$ cat src/rtl/bp_me_fill_serializer.sv
// rtl/bp_me_fill_serializer.sv - splits one block command into fill-width beats, critical word first
// Optional perf counters (msg_count_o, stall_count_o) under BP_ME_FILL_SERIALIZER_PERF_EN.
module bp_me_fill_serializer #(
  parameter int paddr_width_p = 34,
  parameter int fill_width_p  = 64,
  parameter int block_width_p = 512
) (
  input  logic                     clk_i,
  input  logic                     reset_i,
  input  logic                     in_v_i,
  output logic                     in_ready_o,
  input  logic                     in_write_i,
  input  logic [paddr_width_p-1:0] in_addr_i,
  input  logic [2:0]               in_size_i,
  input  logic [block_width_p-1:0] in_data_i,
  output logic                     out_v_o,
  input  logic                     out_ready_i,
  output logic                     out_write_o,
  output logic [paddr_width_p-1:0] out_addr_o,
  output logic [2:0]               out_size_o,
  output logic [fill_width_p-1:0]  out_data_o,
  output logic                     out_first_o,
  output logic                     out_last_o,
`ifdef BP_ME_FILL_SERIALIZER_PERF_EN
  output logic [31:0]              msg_count_o,
  output logic [31:0]              stall_count_o,
`endif
  output logic                     error_o
);

  localparam int beats_lp = block_width_p / fill_width_p;
  localparam int cnt_w_lp = (beats_lp > 1) ? $clog2(beats_lp) : 1;
  localparam int off_w_lp = $clog2(fill_width_p / 8);
  localparam logic [2:0] off_w_sz_lp = 3'(off_w_lp);
  localparam logic [2:0] max_size_lp = 3'($clog2(block_width_p / 8));

  localparam logic [0:0] idle_s = 1'b0;
  localparam logic [0:0] send_s = 1'b1;

  logic [0:0]               state_r;
  logic                     write_r;
  logic [paddr_width_p-1:0] addr_r;
  logic [2:0]               size_r;
  logic [block_width_p-1:0] data_r;
  logic [cnt_w_lp-1:0]      k_r;
  logic [cnt_w_lp-1:0]      last_idx_r;
  logic                     error_r;

  logic [2:0]               size_c;
  logic                     oversize;
  logic [cnt_w_lp-1:0]      last_idx_in;
  logic                     is_last;
  logic                     out_fire;
  logic                     accept;

  assign oversize = (in_size_i > max_size_lp);
  assign size_c   = oversize ? max_size_lp : in_size_i;

  // last_idx doubles as the wrap mask since the beat count is a power of two
  always_comb begin
    last_idx_in = '0;
    if (in_write_i && (size_c > off_w_sz_lp))
      last_idx_in = cnt_w_lp'((32'd1 << (size_c - off_w_sz_lp)) - 32'd1);
  end

  assign is_last    = (k_r == last_idx_r);
  assign out_v_o    = (state_r == send_s);
  assign out_fire   = out_v_o & out_ready_i;
  assign in_ready_o = ~reset_i & ((state_r == idle_s) | (out_fire & is_last));
  assign accept     = in_v_i & in_ready_o;

  always_ff @(posedge clk_i or posedge reset_i) begin
    if (reset_i) begin
      state_r    <= idle_s;
      write_r    <= 1'b0;
      addr_r     <= '0;
      size_r     <= '0;
      data_r     <= '0;
      k_r        <= '0;
      last_idx_r <= '0;
      error_r    <= 1'b0;
    end else if (accept) begin
      state_r    <= send_s;
      write_r    <= in_write_i;
      addr_r     <= in_addr_i;
      size_r     <= size_c;
      data_r     <= in_data_i;
      k_r        <= '0;
      last_idx_r <= last_idx_in;
      if (oversize)
        error_r <= 1'b1;
    end else if (out_fire) begin
      if (is_last)
        state_r <= idle_s;
      else
        k_r <= k_r + 1'b1;
    end
  end

  logic [cnt_w_lp-1:0]      idx_cur;
  logic [cnt_w_lp-1:0]      idx_sum;
  logic [paddr_width_p-1:0] beat_addr;
  logic [fill_width_p-1:0]  beat_data;

  assign idx_cur = addr_r[off_w_lp +: cnt_w_lp];
  assign idx_sum = idx_cur + k_r;

  // Beat 0 keeps the requested (possibly unaligned) address; later beats wrap inside the transfer
  always_comb begin
    beat_addr = addr_r;
    if (k_r != '0) begin
      beat_addr[off_w_lp +: cnt_w_lp] = (idx_cur & ~last_idx_r) | (idx_sum & last_idx_r);
      beat_addr[off_w_lp-1:0]         = '0;
    end
  end

  always_comb begin
    beat_data = '0;
    for (int i = 0; i < beats_lp; i++)
      if (k_r == cnt_w_lp'(i))
        beat_data = data_r[i*fill_width_p +: fill_width_p];
  end

  assign out_write_o = write_r;
  assign out_addr_o  = beat_addr;
  assign out_size_o  = size_r;
  assign out_data_o  = write_r ? beat_data : '0;
  assign out_first_o = out_v_o & (k_r == '0);
  assign out_last_o  = out_v_o & is_last;
  assign error_o     = error_r;

`ifdef BP_ME_FILL_SERIALIZER_PERF_EN
  logic [31:0] msg_count_r;
  logic [31:0] stall_count_r;

  always_ff @(posedge clk_i or posedge reset_i) begin
    if (reset_i) begin
      msg_count_r   <= '0;
      stall_count_r <= '0;
    end else begin
      if (out_fire && is_last && (msg_count_r != 32'hFFFF_FFFF))
        msg_count_r <= msg_count_r + 32'd1;
      if (out_v_o && !out_ready_i && (stall_count_r != 32'hFFFF_FFFF))
        stall_count_r <= stall_count_r + 32'd1;
    end
  end

  assign msg_count_o   = msg_count_r;
  assign stall_count_o = stall_count_r;
`endif

endmodule

$ cat config.mk
export PLATFORM = sky130hd
export DESIGN_NAME = bp_me_fill_serializer
export DESIGN_NICKNAME = d
export VERILOG_FILES = /design/src/rtl/bp_me_fill_serializer.sv
export SDC_FILE = /design/constraint.sdc
export NUM_CORES = 2
export LEC_CHECK = 0
export CAP_MARGIN = 20
export CELL_PAD_IN_SITES_DETAIL_PLACEMENT = 1
export CELL_PAD_IN_SITES_GLOBAL_PLACEMENT = 1
export CORE_MARGIN = 4
export CORE_UTILIZATION = 39
export CTS_CLUSTER_SIZE = 14
export DETAILED_ROUTE_END_ITERATION = 16
export HOLD_SLACK_MARGIN = 0.08
export PLACE_DENSITY_LB_ADDON = 0.1
export SYNTH_ARGS = -nofsm -noshare
export SYNTH_HDL_FRONTEND = slang
export SYNTH_SLANG_ARGS = --single-unit
$ cat constraint.sdc
create_clock -name clk_i -period 21.2 [get_ports clk_i]
set_input_delay 2.12 -clock clk_i [delete_from_list [all_inputs] [get_ports clk_i]]
set_output_delay 2.12 -clock clk_i [all_outputs]
set_load 0.01 [all_outputs]
==> results.json <==
{
  "crit_fanout": 40,
  "tightest_slew_ns": 1.143,
  "syn_inst": 2091,
  "vias_per_cell": 5.572,
  "place_congestion": 0.8434,
  "grt_max_degree": 168,
  "yosysTopAreaCell": "dfrtp_1",
  "ys_warn_count": 0,
  "dpl_worst_slack_ns": 15.06,
  "dr_wl_met2_microns": 49670,
  "status": "completed",
  "min_path_cells": 1,
  "syn2layout_area_growth_pct": 35.50,
  "cts_tree": "built",
  "start_util_pct": 39.63,
  "die_w_microns": 264.9,
  "rsz0062_at_grt": "false",
  "grt_pass1_wl_microns": 146100,
  "comb_power_share_pct": 41.5,
  "p_sw_share_pct": 35.42,
  "synthTopCellsByCount": "558 x dfrtp_1, 492 x mux2_2, 257 x o21ai_0",
  "synth_top_family_by_area": "multiplexers",
  "clkSlewWorstSetupHoldPaths_ns": 0.06,
  "min_period_ns": 6.648,
  "muxShareOfSynthArea_pct": 24.20,
  "reg2reg_from": "k_r[2]$_DFFE_PP0P_",
  "routed_wl_microns": 99310,
  "syn-cell-area_sq_um": 25730,
  "firstDrtPassIters": 5,
  "cts_root_buf": "clkbuf_16",
  "synth_compound_area_share_pct": 14.68,
  "drcViolationCount": 0,
  "routed-wl-met3_microns": 6279,
  "r2r_end": "data_r[376]$_DFFE_PP0P_",
  "arrival_ns": 4.53,
  "yosysSeqAreaShare_pct": 54.27,
  "core_area_sq_um": 64930,
  "timing.fmax_mhz": 150.4,
  "num_io_pins": 661,
  "ys.flop_type": "dfrtp_1",
  "reg2regPathDepth": 7,
  "h-tree-depth": 3,
  "maxSlewHeadroom_pct": 23.80,
  "synth_edf_count": 0,
  "die_y_microns": 264.9,
  "hold_viol_final": 0,
  "seqPwrFrac_pct": 37.0,
  "clock_path_buffers": 3,
  "power.density_nw_per_um2": 149.1,
  "critPathCaptureType": "output port",
  "yosys.area_share.adder_pct": 0.4668,
  "cts_buffers": 67,
  "period_share_pct": 31.36,
  "crit_path_end": "out_data_o[63]",
  "clk_latency_ns": 0.60,
  "leakagePower_uw": 0.01375,
  "ys_ff_latch": 558,
  "utilization_pct": 53.70,
  "routed-via-count": 19935,
  "synth_top_area_share_pct": 54.27,
  "ys_top_cells_by_area": "dfrtp_1 54%, mux2_2 22%, o21ai_0 5.0%",
  "worstSetupStartpointType": "flip-flop",
  "wl_met1_microns": 40620,
  "dp_hpwl_microns": 66640,
  "highest_layer": "met5",
  "maxCapViolCount": 0,
  "grt_pass1_vias": 21903,
  "antenna_found_initial": 43,
  "fin_nets": 3210,
  "holdBufCountCts": 0,
  "postRouteAntennaNets": 0,
  "dieArea_sq_um": 70150,
  "synth_xor_area_share_pct": 0.1702,
  "finalSetupTns_ns": 0,
  "power.total_uw": 5198,
  "async_reset_ff_share_pct": 100.0,
  "yosys.area_share.simple_pct": 1.663,
  "setup_violations": 0,
  "final-max-slew-violation-count": 0,
  "drive_gt1_share_pct": 23.54,
  "worstPathRequired_ns": 19.08,
  "synth_fp_nets": 2654,
  "netSwitchingPower_uw": 1841,
  "routedWlPerCell_microns": 27.76,
  "p_int_uw": 3357,
  "grtUsageTotal_pct": 27.47,
  "peakVddDrop_uv": 77.10,
  "postLayoutSetupSlackWorst_ns": 14.55,
  "first_iter_violations": 1304,
  "cts_resized": 0,
  "cts.sink_count": 558,
  "grt_overflow_total": 0,
  "io_buffer_count": 660,
  "synth_most_common_cell": "dfrtp_1",
  "critPathKind": "reg2out",
  "synth_cell_type_count": 40,
  "post_cts_buffers": 0,
  "finClkSkew_ns": 0.02304,
  "cp-startpoint": "k_r[0]$_DFFE_PP0P_",
  "power_frac_clock_pct": 21.5,
  "hold_path_class": "reg2reg",
  "r2r_setup_slack_ns": 16.51,
  "syn_area_per_cell_sq_um": 12.30,
  "num_rows": 93
}
## logic make-up after synthesis
kind of cell | Yosys count
flops | 558
compound gates | 652
xor+xnor | 5
buf+inv | 212
fa+ha+maj | 9
simple gates | 102
mux | 553
## layer usage
metal	track usage, %	vias to the layer above
met1	35.02	10414
li1	-	8767
met2	46.02	570
met3	6.720	158
met5	0	-
met4	9.366	26
## critical path, cell delays in order (launching register included)
cell and delay [ns]:
dfrtp_1 0.51, ha_1 0.29, ha_1 0.29, a21boi_4 0.85
buf_4 0.74, a22o_1 0.26, o21ai_0 0.10, a21oi_1 0.21
clkdlybuf4s50_1 0.64
## area by class of cell
class	instances	area [sq um]
sequential	558	13970
multi-input combinational	1321	10670
clock inverter	15	111.4
fill	6691	30070
antenna	30	75.07
inverter	11	51.30
clock buffer	100	1983
tap	855	1070
timing repair buffer	688	6934
## flip-flops by register name (all words and copies together), names as in the netlist
| name | count |
|---|---|
| k_r | 3 |
| data_r | 512 |
| last_idx_r | 3 |
| out_write_o | 1 |
| error_o | 1 |
| addr_r | 34 |
| out_v_o | 1 |
| out_size_o | 3 |
## power by group through the flow
stage          logic, uW  registers (uW)  clock network (uW)
6_report            2160            1920                1120
5_1_grt             2330            1990                1190
4_1_cts             2170            1920                1140
3_5_place_dp        2160            1940                   0
3_3_place_gp        2100            1900                   0
2_1_floorplan       1390            1820                   0
## through the flow
step | hold slack [ns] | cell area (sq um) | cells
floorplan | 0.4484 | 25730 | 2091
global placement | 0.4619 | 32590 | 3429
detailed placement | 0.4582 | 32590 | 3429
CTS | 0.4814 | 34680 | 3544
global route | 0.4975 | 34850 | 3572
finish | 0.4815 | 34860 | 3578
## cells in the final DEF (no fill, tap or decap), types with 14 or more instances in the layout
| cell type | Yosys | final |
|---|---|---|
| a221oi_1 | 63 | 63 |
| a31oi_1 | 64 | 64 |
| o21ai_0 | 257 | 257 |
| dfrtp_1 | 558 | 556 |
| mux2_1 | 60 | 60 |
| clkbuf_1 | 103 | 17 |
| a21oi_1 | 193 | 193 |
| clkbuf_8 | 0 | 14 |
| o21a_1 | 64 | 64 |
| clkdlybuf4s50_1 | 0 | 660 |
| buf_4 | 76 | 21 |
| mux2_2 | 492 | 492 |
| nand2_1 | 74 | 74 |
| diode_2 | 0 | 30 |
| clkbuf_16 | 0 | 69 |
## worst min path at each step
stage          slack, ns                       to                    start
2_1_floorplan       0.45  data_r[191]$_DFFE_PP0P_  data_r[191]$_DFFE_PP0P_
3_3_place_gp        0.46      error_o$_DFFE_PP0P_      error_o$_DFFE_PP0P_
3_5_place_dp        0.46      error_o$_DFFE_PP0P_      error_o$_DFFE_PP0P_
4_1_cts             0.48  data_r[188]$_DFFE_PP0P_  data_r[188]$_DFFE_PP0P_
5_1_grt             0.50  data_r[200]$_DFFE_PP0P_  data_r[200]$_DFFE_PP0P_
6_report            0.48  data_r[188]$_DFFE_PP0P_  data_r[188]$_DFFE_PP0P_
Note: power is estimated with default switching activity, not from simulation.
